==> config.mk <==
export PLATFORM = sky130hd
export DESIGN_NAME = apb_req_arbiter
export DESIGN_NICKNAME = d
export VERILOG_FILES = /design/src/rtl/apb_req_arbiter.sv
export SDC_FILE = /design/constraint.sdc
export NUM_CORES = 1
export LEC_CHECK = 0
export ABC_CLOCK_PERIOD_IN_PS = 3100
export CORE_AREA = 8 8 164 166
export DETAILED_ROUTE_END_ITERATION = 8
export DIE_AREA = 0 0 172 174
export DONT_BUFFER_PORTS = 1
export GPL_ROUTABILITY_DRIVEN = 0
export PLACE_DENSITY = 0.48
export SLEW_MARGIN = 25
export SYNTH_ARGS = -nofsm -noshare
export SYNTH_HDL_FRONTEND = slang
export SYNTH_SLANG_ARGS = --single-unit
==> constraint.sdc <==
create_clock -name pclk -period 3.1 [get_ports pclk]
set_clock_uncertainty 0.15 [all_clocks]
set_input_delay 0.62 -clock pclk [delete_from_list [all_inputs] [get_ports pclk]]
set_output_delay 0.62 -clock pclk [all_outputs]
set_load 0.02 [all_outputs]
==> src/rtl/apb_req_arbiter.sv <==
// apb_req_arbiter: round-robin APB master. NUM_REQ local requesters share one
// APB slave port through a req/done handshake. The block grants one request,
// runs the APB SETUP/ACCESS phases, waits for pready, and returns read data.
//
// Build option: define APB_ARB_TIMEOUT_EN to bound the ACCESS phase at
// TIMEOUT_CYCLES wait cycles. An expired transfer completes with rsp_err=1.
// Without the macro, ACCESS waits for pready indefinitely and rsp_err is 0.
module apb_req_arbiter #(
    parameter int NUM_REQ        = 4,
    parameter int ADDR_WIDTH     = 32,
    parameter int DATA_WIDTH     = 32,
    parameter int TIMEOUT_CYCLES = 16
) (
    input  logic                          pclk,
    input  logic                          rst_n,
    input  logic [NUM_REQ-1:0]            req,
    input  logic [NUM_REQ-1:0]            req_write,
    input  logic [NUM_REQ*ADDR_WIDTH-1:0] req_addr,
    input  logic [NUM_REQ*DATA_WIDTH-1:0] req_wdata,
    output logic [NUM_REQ-1:0]            done,
    output logic [DATA_WIDTH-1:0]         rsp_rdata,
    output logic                          rsp_err,
    output logic [ADDR_WIDTH-1:0]         paddr,
    output logic                          psel,
    output logic                          penable,
    output logic                          pwrite,
    output logic [DATA_WIDTH-1:0]         pwdata,
    input  logic [DATA_WIDTH-1:0]         prdata,
    input  logic                          pready
);

    localparam int GW = (NUM_REQ > 1) ? $clog2(NUM_REQ) : 1;

    typedef enum logic [1:0] {
        IDLE   = 2'd0,
        SETUP  = 2'd1,
        ACCESS = 2'd2
    } state_t;

    state_t              state;
    logic [GW-1:0]       last_gnt;
    logic [GW-1:0]       gnt;
    logic [GW-1:0]       pick;
    logic                pick_valid;
    logic [GW-1:0]       cand [NUM_REQ];
    logic [ADDR_WIDTH-1:0] addr_arr  [NUM_REQ];
    logic [DATA_WIDTH-1:0] wdata_arr [NUM_REQ];

    // Unpack the flattened requester buses and precompute the search order:
    // cand[k] is the requester checked k-th, starting just after last_gnt.
    for (genvar gi = 0; gi < NUM_REQ; gi++) begin : g_unpack
        assign addr_arr[gi]  = req_addr[gi*ADDR_WIDTH +: ADDR_WIDTH];
        assign wdata_arr[gi] = req_wdata[gi*DATA_WIDTH +: DATA_WIDTH];
        assign cand[gi]      = GW'((int'(last_gnt) + gi + 1) % NUM_REQ);
    end

    // Round-robin pick: first requesting index upward from last_gnt+1, wrapping.
    always_comb begin
        pick_valid = 1'b0;
        pick       = '0;
        for (int k = 0; k < NUM_REQ; k++) begin
            if (!pick_valid && req[cand[k]]) begin
                pick_valid = 1'b1;
                pick       = cand[k];
            end
        end
    end

`ifdef APB_ARB_TIMEOUT_EN
    localparam int TW = $clog2(TIMEOUT_CYCLES + 1);
    logic [TW-1:0] wait_cnt;
    logic          err_q;
    assign rsp_err = err_q;
`else
    // The timeout parameter only has an effect in the timeout build.
    assign rsp_err = (TIMEOUT_CYCLES < 0);
`endif

    // Transfer sequencer: arbitration, APB phase control and response capture.
    always_ff @(posedge pclk or negedge rst_n) begin
        if (!rst_n) begin
            state     <= IDLE;
            psel      <= 1'b0;
            penable   <= 1'b0;
            pwrite    <= 1'b0;
            paddr     <= '0;
            pwdata    <= '0;
            done      <= '0;
            rsp_rdata <= '0;
            last_gnt  <= GW'(NUM_REQ - 1);
            gnt       <= '0;
`ifdef APB_ARB_TIMEOUT_EN
            wait_cnt  <= '0;
            err_q     <= 1'b0;
`endif
        end else begin
            done <= '0;
            case (state)
                IDLE: begin
                    // A done pulse this cycle blanks arbitration so the
                    // finished requester has a cycle to drop req.
                    if (done == '0 && pick_valid) begin
                        gnt     <= pick;
                        paddr   <= addr_arr[pick];
                        pwrite  <= req_write[pick];
                        pwdata  <= wdata_arr[pick];
                        psel    <= 1'b1;
                        penable <= 1'b0;
                        state   <= SETUP;
                    end
                end
                SETUP: begin
                    penable <= 1'b1;
                    state   <= ACCESS;
`ifdef APB_ARB_TIMEOUT_EN
                    wait_cnt <= '0;
`endif
                end
                ACCESS: begin
                    if (pready) begin
                        psel      <= 1'b0;
                        penable   <= 1'b0;
                        done[gnt] <= 1'b1;
                        last_gnt  <= gnt;
                        if (!pwrite) begin
                            rsp_rdata <= prdata;
                        end
`ifdef APB_ARB_TIMEOUT_EN
                        err_q <= 1'b0;
`endif
                        state <= IDLE;
                    end
`ifdef APB_ARB_TIMEOUT_EN
                    // The counter holds the number of completed wait cycles,
                    // so the abort fires at the end of ACCESS cycle TIMEOUT_CYCLES.
                    else if (wait_cnt == TW'(TIMEOUT_CYCLES - 1)) begin
                        psel      <= 1'b0;
                        penable   <= 1'b0;
                        done[gnt] <= 1'b1;
                        last_gnt  <= gnt;
                        rsp_rdata <= '0;
                        err_q     <= 1'b1;
                        state     <= IDLE;
                    end else begin
                        wait_cnt <= wait_cnt + 1'b1;
                    end
`endif
                end
                default: begin
                    state <= IDLE;
                end
            endcase
        end
    end

endmodule
==> results of run 1 <==
==> metrics by stage <==
step | worst slack [ns] | cells | total power, W
floorplan | 0.539 | 807 | 0.00633
global route | 0.194 | 1082 | 0.00927
finish | 0.323 | 1082 | 0.00862
global placement | 0.445 | 1066 | 0.00737
CTS | 0.312 | 1082 | 0.00874
detailed placement | 0.362 | 1066 | 0.00742
==> critical path, stage by stage, from the launching register on <==
cell     delay (ns)
dfrtp_1        0.47
or4_4          0.60
nor3_4         0.21
or3b_4         0.42
buf_4          0.31
o32ai_1        0.36
nor3_1         0.08
==> layer usage <==
metal / vias to the layer above / routed length (µm)
li1: 2826 / -
met3: 15 / 3100
met4: 0 / 276
met1: 2958 / 9880
met5: - / 0
met2: 324 / 12800
==> synth_stat cells (all sizes together) <==
master and instances:
o21ai 7, clkbuf 70, o2bb2ai 1, or2 1
dfrtp 107, nand2 7, mux2i 66, conb 1
nor3 132, nor2 8, nand3 2, a211oi 2
o211ai 128, nor4 1, a21o 1, o22ai 2
nand2b 1, or3b 2, or4 1, a31o 1
mux2 34, o21bai 1, o32ai 65, dfstp 2
ha 3, a21oi 2, and2 1, inv 136
nor2b 3, buf 19
==> how the worst max path moves through the flow <==
stage | startpoint | to | slack [ns] | depth (start not counted)
after floorplan | done[1] | paddr[10] | 0.54 | 7
after global placement | done[1] | paddr[31] | 0.44 | 6
after detailed placement | done[1] | pwdata[28] | 0.36 | 6
after CTS | done[1] | pwdata[28] | 0.31 | 6
after global routing | done[1] | paddr[14] | 0.19 | 6
final | done[1] | pwdata[28] | 0.32 | 6
==> power breakdown <==
group	total, W	switching, W	internal [W]
Sequential	0.00352	0.00140	0.00213
Combinational	0.00381	0.00236	0.00146
Clock	0.00129	0.000685	0.000603
==> area by class of cell <==
cell class              instances  area, µm²  share of cell area
multi-input cells             473       3580               0.459
flip-flops and latches        109       2730               0.350
inverters                     136        510              0.0655
well taps                     330        413              0.0530
repair buffers                 18        235              0.0302
clock buffers                   9        225              0.0289
clock inverters                 7        104              0.0133
==> state kept, by name, summed over array words and instances (netlist names) <==
name       cells
paddr         32
pwdata        32
rsp_rdata     32
done           4
gnt            2
last_gnt       2
state          2
penable        1
psel           1
pwrite         1
==> cell families (layout without fill, tap and decap cells) <==
logic type	after synthesis	in the layout	synth area share
and+or+nand+nor	159	159	0.113
other	1	1	0.000524
buffers and inverters	225	170	0.125
muxes	100	100	0.146
AOI/OAI and AO/OA	210	210	0.229
adders and majority gates	3	3	0.00525
DFF	109	109	0.382
==> impl_metrics.toml, run 1 <==
[clocking]
post_cts.repair.setup_buffers = 0
insertion_delay_ns = 0.36
ctsLongestPathBuffers = 2
cts_inserted_buffers = 9
htree_num_levels = 3
cts_resized = 0
cts-root-buf = "clkbuf_16"
clk_transition_reported_paths_ns = 0.09
cts_sinks = 109
tritoncts = "done"

[worst_setup_path]
reg2reg_depth = 6
r2r-end = "pwdata[28]"
startpoint_of_the_lowest_slack_register_to_register_path = "done[1]"
worst-path-max-fanout = 62
critical_path.endpoint_type = "flop"
r2r_setup_slack_ns = 0.32
critical_path.startpoint_type = "flop"
critical_path_arrival_ns = 2.85
required_time_of_the_critical_path_ns = 3.18
worst-setup-path-type = "reg -> reg"

[die]
fp.coreArea_um2 = 24500
fp.dieArea_um2 = 29900
die_span_y_um = 174
die_w_um = 172
start_util = 0.292
rows = 58
floorplan.io_pins = 403

[route]
route.detailed.drc = 0
postRouteAntennaNets = 0
drt_wl_total_mm = 26.1
dr.first_iter.drc_count = 329
vias_per_cell = 5.66
routed-via-count = 6123
drt_pass1_iterations = 4
wire_per_inst_um = 24.1

[grt]
gr-total-overflow = 0
grt_use_met1 = 0.196
grt_util_met3 = 0.0678
antenna_found_initial = 0
grt_pass1_wl_mm = 38.8
grt-busiest-layer = "met2"
grt_max_degree = 131
groute.usage.overall = 0.165
via_count_of_the_first_global_routing_pass = 6199
grtUsageMet2 = 0.275

[timing]
setup_repair_after_global_routing_missed_its_margin = "false"
tightestPinTransition_ns = 0.729
max_clock_freq_ghz = 0.360
post_route_hold_slack_ns = -0.204
setup_viol_count_final = 0
slew-limit-headroom = 0.514
timing_max_transition_violations_final = 0
fin_setup_tns_ns = 0
report.final.hold_viol_count = 107
final.period_utilization = 0.896
period_minus_slack_ns = 2.78

[final_layout]
layout.core_utilization = 0.318
insertedDiodeCount = 0
most_common_cell_after_layout_fill_and_taps_aside = "inv_1"
filler_cell_count = 2620
final_nets = 1049
drive_gt1_frac = 0.0652
layout_common_cells = "136 x inv_1, 131 x nor3_1, 128 x o211ai_1"
syn2layout_area_growth_pct = 8.96
final_area_um2 = 7790

[flow_run]
number_of_violations_of_the_max_capacitance_limit = 0

[synth]
yosys_register_bits = 109
netlist_area_um2 = 7150
ys_seq_area_frac = 0.382
synthCells = 807
postSynthAreaPerCell_um2 = 8.86
synth_largest_type_area_fraction = 0.374
synthDistinctLibCells = 36
synth.largest_area_cell = "dfrtp_1"
synth.yosys.warnings = 0
postSynthNetCount = 1109
synthTopCellsByArea = "dfrtp_1 37%, o211ai_1 13%, mux2i_1 9.2%, nor3_1 9.2%, o32ai_1 8.0%"

[run_status]
result_of_the_run = "finished with violations"
failed_checks = "hold timing"

[place]
post_dp_cell_area_um2 = 7460
post-dp-hpwl_mm = 18.7
port-buffer-count = 0

[power_and_ir_drop]
p_per_area_nw_per_um2 = 1110
peak_supply_drop_uv = 594
power.static_leakage_nw = 3.20

[min_path]
holdCritPathClass = "in -> async"
No activity file was read; power rests on OpenSTA's default activity.
==> run 2, diff against run 1 <==
--- a/config.mk
+++ b/config.mk
@@ -7,12 +7,12 @@
 export LEC_CHECK = 0
 export ABC_CLOCK_PERIOD_IN_PS = 3100
 export CORE_AREA = 8 8 164 166
+export CTS_CLUSTER_DIAMETER = 120
 export DETAILED_ROUTE_END_ITERATION = 8
 export DIE_AREA = 0 0 172 174
 export DONT_BUFFER_PORTS = 1
 export GPL_ROUTABILITY_DRIVEN = 0
 export PLACE_DENSITY = 0.48
-export SLEW_MARGIN = 25
 export SYNTH_ARGS = -nofsm -noshare
 export SYNTH_HDL_FRONTEND = slang
 export SYNTH_SLANG_ARGS = --single-unit
==> results of run 2 <==
Same layout as run 1: the final DEF is identical, and so are final timing and power.
==> run 3, diff against run 2 <==
--- a/config.mk
+++ b/config.mk
@@ -6,13 +6,15 @@
 export NUM_CORES = 1
 export LEC_CHECK = 0
 export ABC_CLOCK_PERIOD_IN_PS = 3100
+export CELL_PAD_IN_SITES_DETAIL_PLACEMENT = 1
+export CELL_PAD_IN_SITES_GLOBAL_PLACEMENT = 1
 export CORE_AREA = 8 8 164 166
 export CTS_CLUSTER_DIAMETER = 120
 export DETAILED_ROUTE_END_ITERATION = 8
 export DIE_AREA = 0 0 172 174
 export DONT_BUFFER_PORTS = 1
 export GPL_ROUTABILITY_DRIVEN = 0
-export PLACE_DENSITY = 0.48
+export PLACE_DENSITY = 0.62
 export SYNTH_ARGS = -nofsm -noshare
 export SYNTH_HDL_FRONTEND = slang
 export SYNTH_SLANG_ARGS = --single-unit
==> impl_metrics.toml, run 3 (synthesized netlist as in run 1, its figures left out) <==
[run_status]
result_of_the_run = "finished with violations"
failed_checks = "hold timing"

[timing]
post_route_hold_slack_ns = -0.212
slew-limit-headroom = 0.486
final.period_utilization = 0.893
max_clock_freq_ghz = 0.361
period_minus_slack_ns = 2.77
report.final.hold_viol_count = 107
setup_viol_count_final = 0
fin_setup_tns_ns = 0
timing_max_transition_violations_final = 0
setup_repair_after_global_routing_missed_its_margin = "false"
tightestPinTransition_ns = 0.771

[flow_run]
number_of_violations_of_the_max_capacitance_limit = 0

[die]
start_util = 0.292
die_span_y_um = 174
die_w_um = 172
fp.dieArea_um2 = 29900
rows = 58
fp.coreArea_um2 = 24500
floorplan.io_pins = 403

[final_layout]
layout_common_cells = "136 x inv_1, 131 x nor3_1, 128 x o211ai_1"
final_nets = 1046
syn2layout_area_growth_pct = 8.85
instances_no_fill = 1080
biggestRegsByFlops = "paddr: 32 flops, pwdata: 32 flops, rsp_rdata: 32 flops"
most_common_cell_after_layout_fill_and_taps_aside = "inv_1"
drive_gt1_frac = 0.0614

[route]
route.detailed.drc = 0
postRouteAntennaNets = 0
drt_wl_total_mm = 27.1
routed.top_layer = "met4"
wl_met3_mm = 3.26
route.met2.wl_mm = 13.0
met1Wirelength_mm = 10.4
drt_pass1_iterations = 4
wire_per_inst_um = 25.1
vias_per_cell = 5.72
routed-via-count = 6175
dr.first_iter.drc_count = 389

[worst_setup_path]
critical_path.endpoint_type = "flop"
r2r-end = "paddr[24]"
reg2reg_depth = 6
required_time_of_the_critical_path_ns = 3.19
worst-setup-path-type = "reg -> reg"
critical_path.startpoint_type = "flop"
critPathLaunch = "done[1]"
r2r_setup_slack_ns = 0.33
worst-path-max-fanout = 63
critical_path_arrival_ns = 2.86
startpoint_of_the_lowest_slack_register_to_register_path = "done[1]"

[clocking]
clk_transition_reported_paths_ns = 0.11
insertion_delay_ns = 0.37
ctsLongestPathBuffers = 2
cts_resized = 0
cts-root-buf = "clkbuf_16"
post_cts.repair.setup_buffers = 0
htree_num_levels = 3
cts_sinks = 109
cts_inserted_buffers = 9
tritoncts = "done"

[grt]
grt_max_degree = 131
via_count_of_the_first_global_routing_pass = 6644
antenna_found_initial = 1
groute.usage.overall = 0.172
gr-total-overflow = 0
grt_pass1_wl_mm = 40.4

[place]
place_inst = 1063
post-dp-hpwl_mm = 19.4
port-buffer-count = 0

[power_and_ir_drop]
p_per_area_nw_per_um2 = 1120
peak_supply_drop_uv = 572
power.static_leakage_nw = 3.19

[min_path]
holdCritPathClass = "in -> async"
run 3: through the flow:
stage / hold slack, ns / utilization / worst slack, ns / cell area (µm²) / total power (W)
after floorplan: 0.174 / - / 0.539 / 7150 / 0.00633
after global placement: 0.179 / 0.304 / 0.410 / 7450 / 0.00735
after detailed placement: 0.178 / 0.304 / 0.362 / 7450 / 0.00747
after CTS: -0.237 / 0.317 / 0.329 / 7780 / 0.00881
after global routing: -0.247 / 0.317 / 0.212 / 7790 / 0.00933
final: -0.212 / 0.317 / 0.333 / 7790 / 0.00868
run 3: final cells by class:
type | instances | area (µm²)
Antenna cell | 1 | 2.50
Clock inverter | 7 | 104
Tap cell | 330 | 413
Timing Repair Buffer | 15 | 225
Fill cell | 2895 | 16700
Clock buffer | 9 | 225
Multi-Input combinational cell | 473 | 3580
Inverter | 136 | 510
Sequential cell | 109 | 2730
run 3: how the worst max path moves through the flow:
stage               cells past startpoint        end  slack [ns]
floorplan                               7  paddr[10]        0.54
global placement                        6     pwrite        0.41
detailed placement                      6   paddr[1]        0.36
CTS                                     6  paddr[24]        0.33
global route                            6  paddr[24]        0.21
finish                                  6  paddr[24]        0.33
run 3: per-layer routing:
metal,vias up,track usage
met5,-,0
met4,0,0.0442
met3,32,0.0778
met2,283,0.288
met1,3043,0.194
li1,2817,-
run 3: report_power, final:
part / switching, W / internal [W] / leakage (nW)
Combinational: 0.00238 / 0.00147 / 1.78
Sequential: 0.00140 / 0.00213 / 1.25
Clock: 0.000701 / 0.000603 / 0.158
run 3: critical path, stage by stage, from the launching register on:
cell     delay (ns)
dfrtp_1        0.48
or4_4          0.60
nor3_4         0.20
or3b_4         0.55
buf_12         0.24
o32ai_1        0.29
nor3_1         0.07
